`src/rtl/alu_pkg.sv`:
```
// Shared constants for the registered ALU/accumulator.
// Operation select encodings and default datapath width.
package alu_pkg;

  localparam int WIDTH = 8;

  localparam logic [1:0] OP_ADD = 2'b00;
  localparam logic [1:0] OP_ACC = 2'b01;
  localparam logic [1:0] OP_SUB = 2'b10;
  localparam logic [1:0] OP_XOR = 2'b11;

endpackage

```
`src/rtl/alu_addsub.sv`:
```
// Combinational (W+1)-bit adder/subtractor shared by ADD, ACC and SUB.
// carry is the add carry-out, or the borrow when sub is set.
module alu_addsub
  import alu_pkg::*;
#(
  parameter int W = WIDTH
) (
  input  logic [W-1:0] x,
  input  logic [W-1:0] y,
  input  logic         sub,
  output logic [W-1:0] sum,
  output logic         carry
);

  logic [W:0] res;

  always_comb begin
    if (sub) res = {1'b0, x} - {1'b0, y};
    else     res = {1'b0, x} + {1'b0, y};
  end

  assign sum   = res[W-1:0];
  assign carry = res[W];

endmodule

```
`src/rtl/alu.sv`:
```
// Registered 8-bit ALU/accumulator: ADD, ACC, SUB, XOR plus load.
// f and cout update on the rising edge; reset clears them at once.
module alu
  import alu_pkg::*;
#(
  parameter int W = WIDTH
) (
  input  logic         clock,
  input  logic         reset,
  input  logic [W-1:0] a,
  input  logic [W-1:0] b,
  input  logic         L,
  input  logic         En,
  input  logic [1:0]   s,
  output logic [W-1:0] f,
  output logic         cout
);

  logic [W-1:0] f_q, f_d;
  logic         c_q, c_d;
  logic [W-1:0] x, y, sum;
  logic         sub, carry;
  logic [W-1:0] xr;

  // ACC and SUB both start from the accumulator
  assign x   = (s == OP_ACC || s == OP_SUB) ? f_q : a;
  assign y   = (s == OP_ACC) ? a : b;
  assign sub = (s == OP_SUB);
  assign xr  = a ^ b;

  alu_addsub #(.W(W)) u_addsub (
    .x     (x),
    .y     (y),
    .sub   (sub),
    .sum   (sum),
    .carry (carry)
  );

  always_comb begin
    f_d = f_q;
    c_d = c_q;
    if (!En) begin
      f_d = f_q;
      c_d = c_q;
    end else if (L) begin
      f_d = a;
      c_d = 1'b0;
    end else begin
      unique case (s)
        OP_ADD,
        OP_ACC,
        OP_SUB: begin
          f_d = sum;
          c_d = carry;
        end
        OP_XOR: begin
          f_d = xr;
          c_d = 1'b0;
        end
        default: begin
          f_d = f_q;
          c_d = c_q;
        end
      endcase
    end
  end

  always_ff @(posedge clock or negedge reset) begin
    if (!reset) begin
      f_q <= '0;
      c_q <= 1'b0;
    end else begin
      f_q <= f_d;
      c_q <= c_d;
    end
  end

  assign f    = f_q;
  assign cout = c_q;

endmodule

```
`config.mk`:
```
export PLATFORM = sky130hd
export DESIGN_NAME = alu
export DESIGN_NICKNAME = d
export VERILOG_FILES = /design/src/rtl/alu_pkg.sv /design/src/rtl/alu_addsub.sv /design/src/rtl/alu.sv
export SDC_FILE = /design/constraint.sdc
export NUM_CORES = 1
export LEC_CHECK = 0
export ABC_AREA = 1
export BUFFER_PORTS_ARGS = -buffer_cell sky130_fd_sc_hd__buf_2
export CORE_MARGIN = 2
export CORE_UTILIZATION = 25
export CTS_CLUSTER_SIZE = 8
export DETAILED_ROUTE_END_ITERATION = 8
export PLACE_DENSITY = 0.54
export SLEW_MARGIN = 0
export SYNTH_ARGS = -nofsm -noshare
export SYNTH_HDL_FRONTEND = slang
export SYNTH_SLANG_ARGS = --single-unit
```
`constraint.sdc`:
```
create_clock -name clock -period 4 [get_ports clock]
set_clock_uncertainty 0.05 [all_clocks]
set_input_delay 0.4 -clock clock [delete_from_list [all_inputs] [get_ports clock]]
set_output_delay 0.4 -clock clock [all_outputs]
set_load 0.01 [all_outputs]
```
=== Word-level counts from Yosys, hierarchy flattened ===
Cells that the tools add are included.

* Eq/ne operators: 3
* Add/sub/neg operators: 2
* Muxes and demuxes: 7
* Reduce and logical (&&, ||, !) cells: 3
* Bitwise operators: 1

{| class="wikitable"
|+ Operators with widths
! cell !! number
|-
| 8-bit two-way mux || 3
|-
| 8-bit case mux with 2 select lines || 1
|-
| 8-bit by 8-bit adder with 9-bit output || 1
|-
| 9-bit two-way mux || 1
|-
| 8-bit by 8-bit subtractor with 9-bit output || 1
|-
| 8-bit XOR || 1
|-
| 2-bit equality test (second input constant) || 2
|-
| 3-bit OR reduction || 1
|-
| 2-bit by 1-bit equality test with 1-bit output (second input constant) || 1
|-
| 2-bit logical NOT || 1
|-
| 1-bit case mux with 2 select lines || 1
|-
| 1-bit logical OR || 1
|-
| 1-bit two-way mux || 1
|}

* Bits in registers: 9
* Input bits: 22
* Output and inout bits: 9
* Word-level logic and storage cells: 18

=== Longest topological paths before layout ===
* Depth in word-level cells: 7
* Mapped depth: 22
* Mapped depth without buffers: 21

=== Cells and area by module ===
A second synthesis with hierarchy kept.

* Cells, all modules: 267
* Area total of the unflattened synthesis: 1507.7 sq um

{| class="wikitable"
|+ Modules (own cells, without submodules)
! module !! seq. area each (sq um) !! cells an instance !! instances !! area each (sq um)
|-
| alu || 225.2 || 146 || 1 || 870.8
|-
| alu_addsub || 0.0 || 121 || 1 || 636.9
|}

=== Worst setup path after synthesis ===
Ideal clock, no wire load.

* Kind: input port to flip-flop
* From: in s[1]
* To: reg f_q[7] (netlist: f[7])
* Stages on the path: 21
* Path slack: 1.377 ns
* Path buffers: 1
* Arrival time: 2.456 ns
* Setup time: 0.117 ns
* Data required time: 3.833 ns
* Path through: inv_1 > ha_1 > buf_6 > inv_6 > nand2_2 > and2_4 > ha_1 > nand3_2 > inv_1 > nand2_1 > nand2_1 > xor2_1 > ha_1 > nand2_1 > inv_1 > a21oi_1 > nand3_1 > nand3_1 > nand2_1 > nand2_1 > nand2_1

* Cells in the longest elaborated chain, start to end: 7
* Elaborated cells between the ends (all ways): 13
* Those cells by class: add/sub: 2; eq/ne: 3; mux: 5; reduce/logical: 3

{| class="wikitable"
|+ RTL lines
! element !! RTL line !! source
|-
| start: declaration || alu.sv:14 || <nowiki>input logic [1:0] s,</nowiki>
|-
| 2-bit by 1-bit equality test with 1-bit output or 2-bit equality test (tied branches) || n/a ||
|-
| 1-bit logical OR || alu.sv:26 || <nowiki>assign x = (s == OP_ACC || s == OP_SUB) ? f_q : a;</nowiki>
|-
| 8-bit two-way mux || alu.sv:26 ||
|-
| 8-bit by 8-bit adder with 9-bit output or 8-bit by 8-bit subtractor with 9-bit output (tied branches) || alu_addsub.sv:19, alu_addsub.sv:18 ||
|-
| 9-bit two-way mux || alu_addsub.sv:18 || <nowiki>if (sub) res = {1'b0, x} - {1'b0, y};</nowiki>
|-
| 8-bit case mux with 2 select lines (*) || alu.sv:49 || <nowiki>unique case (s)</nowiki>
|-
| 8-bit two-way mux (*) || alu.sv:45 || <nowiki>end else if (L) begin</nowiki>
|-
| end signal: assignment || alu.sv:70 || <nowiki>f_q <= '0;</nowiki>
|-
| end signal: assignment || alu.sv:73 || <nowiki>f_q <= f_d;</nowiki>
|-
| end: declaration || alu.sv:19 || <nowiki>logic [W-1:0] f_q, f_d;</nowiki>
|}

Every way passes the cells marked *; elsewhere a longest branch is shown, timed or not.
A chain may end at the register's enable or synchronous reset.

=== Worst setup path in the final report ===
* From: in s[1]
* To: reg c_q (netlist: cout)

* Cells in the longest elaborated chain, start to end: 7
* Elaborated cells between the ends (all ways): 13
* Those cells by class: add/sub: 2; eq/ne: 3; mux: 5; reduce/logical: 3

{| class="wikitable"
|+ RTL lines
! element !! RTL line !! source
|-
| 2-bit by 1-bit equality test with 1-bit output or 2-bit equality test (tied branches) || n/a ||
|-
| 1-bit logical OR || alu.sv:26 ||
|-
| 8-bit two-way mux || alu.sv:26 ||
|-
| 8-bit by 8-bit adder with 9-bit output or 8-bit by 8-bit subtractor with 9-bit output (tied branches) || alu_addsub.sv:19, alu_addsub.sv:18 ||
|-
| 9-bit two-way mux || alu_addsub.sv:18 ||
|-
| 1-bit case mux with 2 select lines (*) || alu.sv:49 ||
|-
| 1-bit two-way mux (*) || alu.sv:45 ||
|-
| end signal: assignment || alu.sv:71 || <nowiki>c_q <= 1'b0;</nowiki>
|-
| end signal: assignment || alu.sv:74 || <nowiki>c_q <= c_d;</nowiki>
|-
| end: declaration || alu.sv:20 || <nowiki>logic c_q, c_d;</nowiki>
|}

Marked as above.

==> results.md <==
- Status: finished, final reports clean
- Max Cap Viol: 0
- CP Capture Type: register
- Maximum number of pins on one net before global-route repair: 17
- Vias in the first global route: 1,454
- Crit path DAT: 3.04 ns
- Setup TNS: 0 ns
- Critical path peak fanout: 10
- Vias per cell: 4.45
- GRT overflow: 0
- Max Slew Vio Count: 0
- # IOs: 31
- Final Cycle Share: 74.3%
- Fin nets: 302
- Routed vias: 1,505
- Family with the most delay on the worst path: simple AND/OR/NAND/NOR gates
- CP Buf/Inv Count: 4
- Final Hold Fails: 0
- Die Wd: 79.6 um
- Layout cells sized above 1: 17.7%
- Tmin final: 2.97 ns
- Cells after Synth: 236
- Core ar.: 5510 um2
- Initial antenna violation count: 0
- Share of the yosys chip area belonging to registers: 15.7%
- Syn Std Cell Area: 1430 um2
- Clock Latency Late Sink: 0.23 ns
- All-Layer GR Usage: 13.1%
- Worst min-delay path class: input pin to register
- Final WL: 3.89 mm
- Yosys cell types: 33
- Routing usage on met1: 17.6%
- Fmax: 0.337 GHz
- Drt first-iter violations: 55
- Final setup fails: 0
- Synthesized net count: 271
- Slowest stage delay, CP: 0.45 ns
- Leading area contributor after synthesis: nand2_1
- Post-CTS Setup Bufs: 0
- Number of iterations in the first detailed-routing pass: 4
- First-pass GRT wire length: 6.61 mm
- Num rows: 27
- Number of synthesized flops with an enable pin: 0
- Estimated wirelength of the detail-placed design: 3.26 mm
- Worst endpoint required time: 4.06 ns
- Synth Warn #: 0
- Die Span Y: 79.6 um
- Power Dens Cells: 323 nW/um2
- Gr busiest metal: met2
- Filler cells: 619
- Flip-flop and latch area: 225 um2
- CP max-delay cell: ha_1
- N_diodes: 0
- Final Hold Slack: 0.368 ns
- Post-route DRC violation count: 0
- H-tree Lvls: 1
- Flops & latches, synth: 9
- VDD IR max: 208 uV
- Top cells by area, synth: nand2_1, dfrtp_1, ha_1, inv_1, nand3_1
- Syn Area/Cell: 6.06 um2
- Clk root buf: clkbuf_8
- Global-route met2 utilization: 22.4%
- CTS tree: done
- Area growth syn-to-layout: 18.5%
- Worst setup SP type: input pin
- TritonCTS buffer count: 3
- Reg clk slew, reported paths: 0.04 ns
- RSZ-0062 raised after global routing: false
- Die ar.: 6340 um2
- Max Root-Sink Buffers: 2
- Routability cong.: 0.831
- P_leak: 0.943 nW
- Sink Count: 9
- Synth top area share: 18.6%
- Async set-reset flop share out of synthesis: 100%
- Worst-Margin Slew: 0.492 ns
- Multi-input logic area: 1030 um2
- Met3 capacity usage during global routing: 0.792%
- Quantity of I/O buffers inserted on ports: 30
- Starting density of the core: 26.0%
- Worst-path cell chain: buf_2 > inv_1 > ha_1 > nand2_1 > o21ai_4 > ha_1 > nand3_2 > nor2_1 > nor2_1 > xnor2_1 > ha_1 > nand2_1 > inv_1 > nand3_1 > nor2_1 > nor2_1 > inv_1 > nand2_1 > nand3_1 > nand2_1
- Worst rel slew slack: 67.2%
- Post-DRT Antenna Nets: 0
- Critical path class: input pin to register
- Routed wire per std cell: 11.5 um
- Ys flop type: dfrtp_1
-- cells in the mapped netlist, types with 2 or more instances --
master	count
nand2_1	71
inv_1	36
dfrtp_1	9
a21oi_1	18
ha_1	12
o21ai_1	2
nand2_2	3
nand3b_1	3
o21ai_0	13
o21ai_2	2
o211ai_1	2
nor2_1	17
clkbuf_1	2
xor2_1	5
xnor2_1	5
nand3_1	19
-- metal layers --
| layer | wire (um) | up-vias | part of all wire, % |
|---|---|---|---|
| met4 | 17 | 0 | 0.44 |
| met3 | 129 | 2 | 3.3 |
| met1 | 1950 | 662 | 50 |
| li1 | - | 811 | - |
| met5 | 0 | - | 0 |
| met2 | 1800 | 30 | 46 |
-- metrics by stage --
stage	utilization, %	worst slack (ns)	area [um2]	std cells	total power, W
finish	30.8	1.03	1700	338	0.000548
detailed placement	29.8	0.836	1640	333	0.000443
CTS	30.8	1.06	1700	338	0.000554
floorplan	-	1.38	1430	236	0.000359
global placement	29.8	0.837	1640	333	0.000443
global route	30.8	0.812	1700	338	0.000607
-- state kept, by name (all words and copies together) (netlist names) --
name  flops
f         8
cout      1
-- power breakdown --
part | internal [W] | leakage [nW] | switching (W)
clock network | 0.0000692 | 0.0228 | 0.0000337
logic | 0.000127 | 0.813 | 0.000200
registers | 0.000108 | 0.108 | 0.0000104
-- path summary, 6_finish.rpt --
| kind | start | endpoint | slack (ns) | cells after the start |
|---|---|---|---|---|
| setup / recovery | s[1] | cout | 1.03 | 20 |
| hold / removal | En | f[2] | 0.37 | 2 |
| setup reg to reg | f[0] | cout | 1.92 | 12 |
| hold reg to reg | cout | cout | 0.43 | 2 |
| max in group asynchronous | reset | f[0] | 3.23 | 2 |
| min in group asynchronous | reset | f[6] | 0.50 | 2 |
-- kinds of logic after synthesis --
group / share of synthesized area, %
AOI/OAI and AO/OA: 17.1
DFF: 15.7
adders and majority gates: 11.9
xor gates and xnor gates: 6.12
buffers and inverters: 12.4
and+or+nand+nor: 36.7
-- area by class of cell --
type	count	share of cell area, %
flip-flops and latches	9	13.3
multi-input cells	184	60.6
clock buffers	4	2.66
inverters	38	8.71
repair buffers	31	9.45
well taps	72	5.31
-- placed cells by master (no fill, tap or decap) --
master,synthesis,layout
dfrtp_1,9,9
a21oi_2,1,1
inv_6,1,1
ha_1,12,12
clkinv_1,1,1
nand2_4,1,1
a31oi_1,1,1
nand2_2,3,3
nand2_1,71,71
buf_2,0,30
nand3_1,19,19
dlygate4sd3_1,0,1
a21oi_1,18,18
xnor2_1,5,5
xor2_1,5,5
clkbuf_8,0,3
o21ai_2,2,2
o21ai_1,2,2
clkbuf_1,2,1
nor2_4,1,1
a32oi_1,1,1
fa_1,1,1
nor2_1,17,17
nor3_2,1,1
o21ai_0,13,13
o21bai_1,1,1
or2_2,1,1
inv_1,36,36
and2_4,1,1
nand3_2,1,1
nand3b_1,3,3
o21ai_4,1,1
o211ai_1,2,2
-- worst reg2reg max path: cells and delay by family (launching register included) --
| kind | cells | cell delay, ns |
|---|---|---|
| AOI/OAI and AO/OA | 1 | 0.15 |
| DFF | 1 | 0.38 |
| and+or+nand+nor | 8 | 0.76 |
| adders and majority gates | 2 | 0.57 |
| buffers and inverters | 1 | 0.06 |
-- repair_timing --
action,in CTS,in global routing
resized for setup,0,0
hold buffers,1,0
endpoints found under the hold margin,9,0
Power figures use the tool's default switching activity.
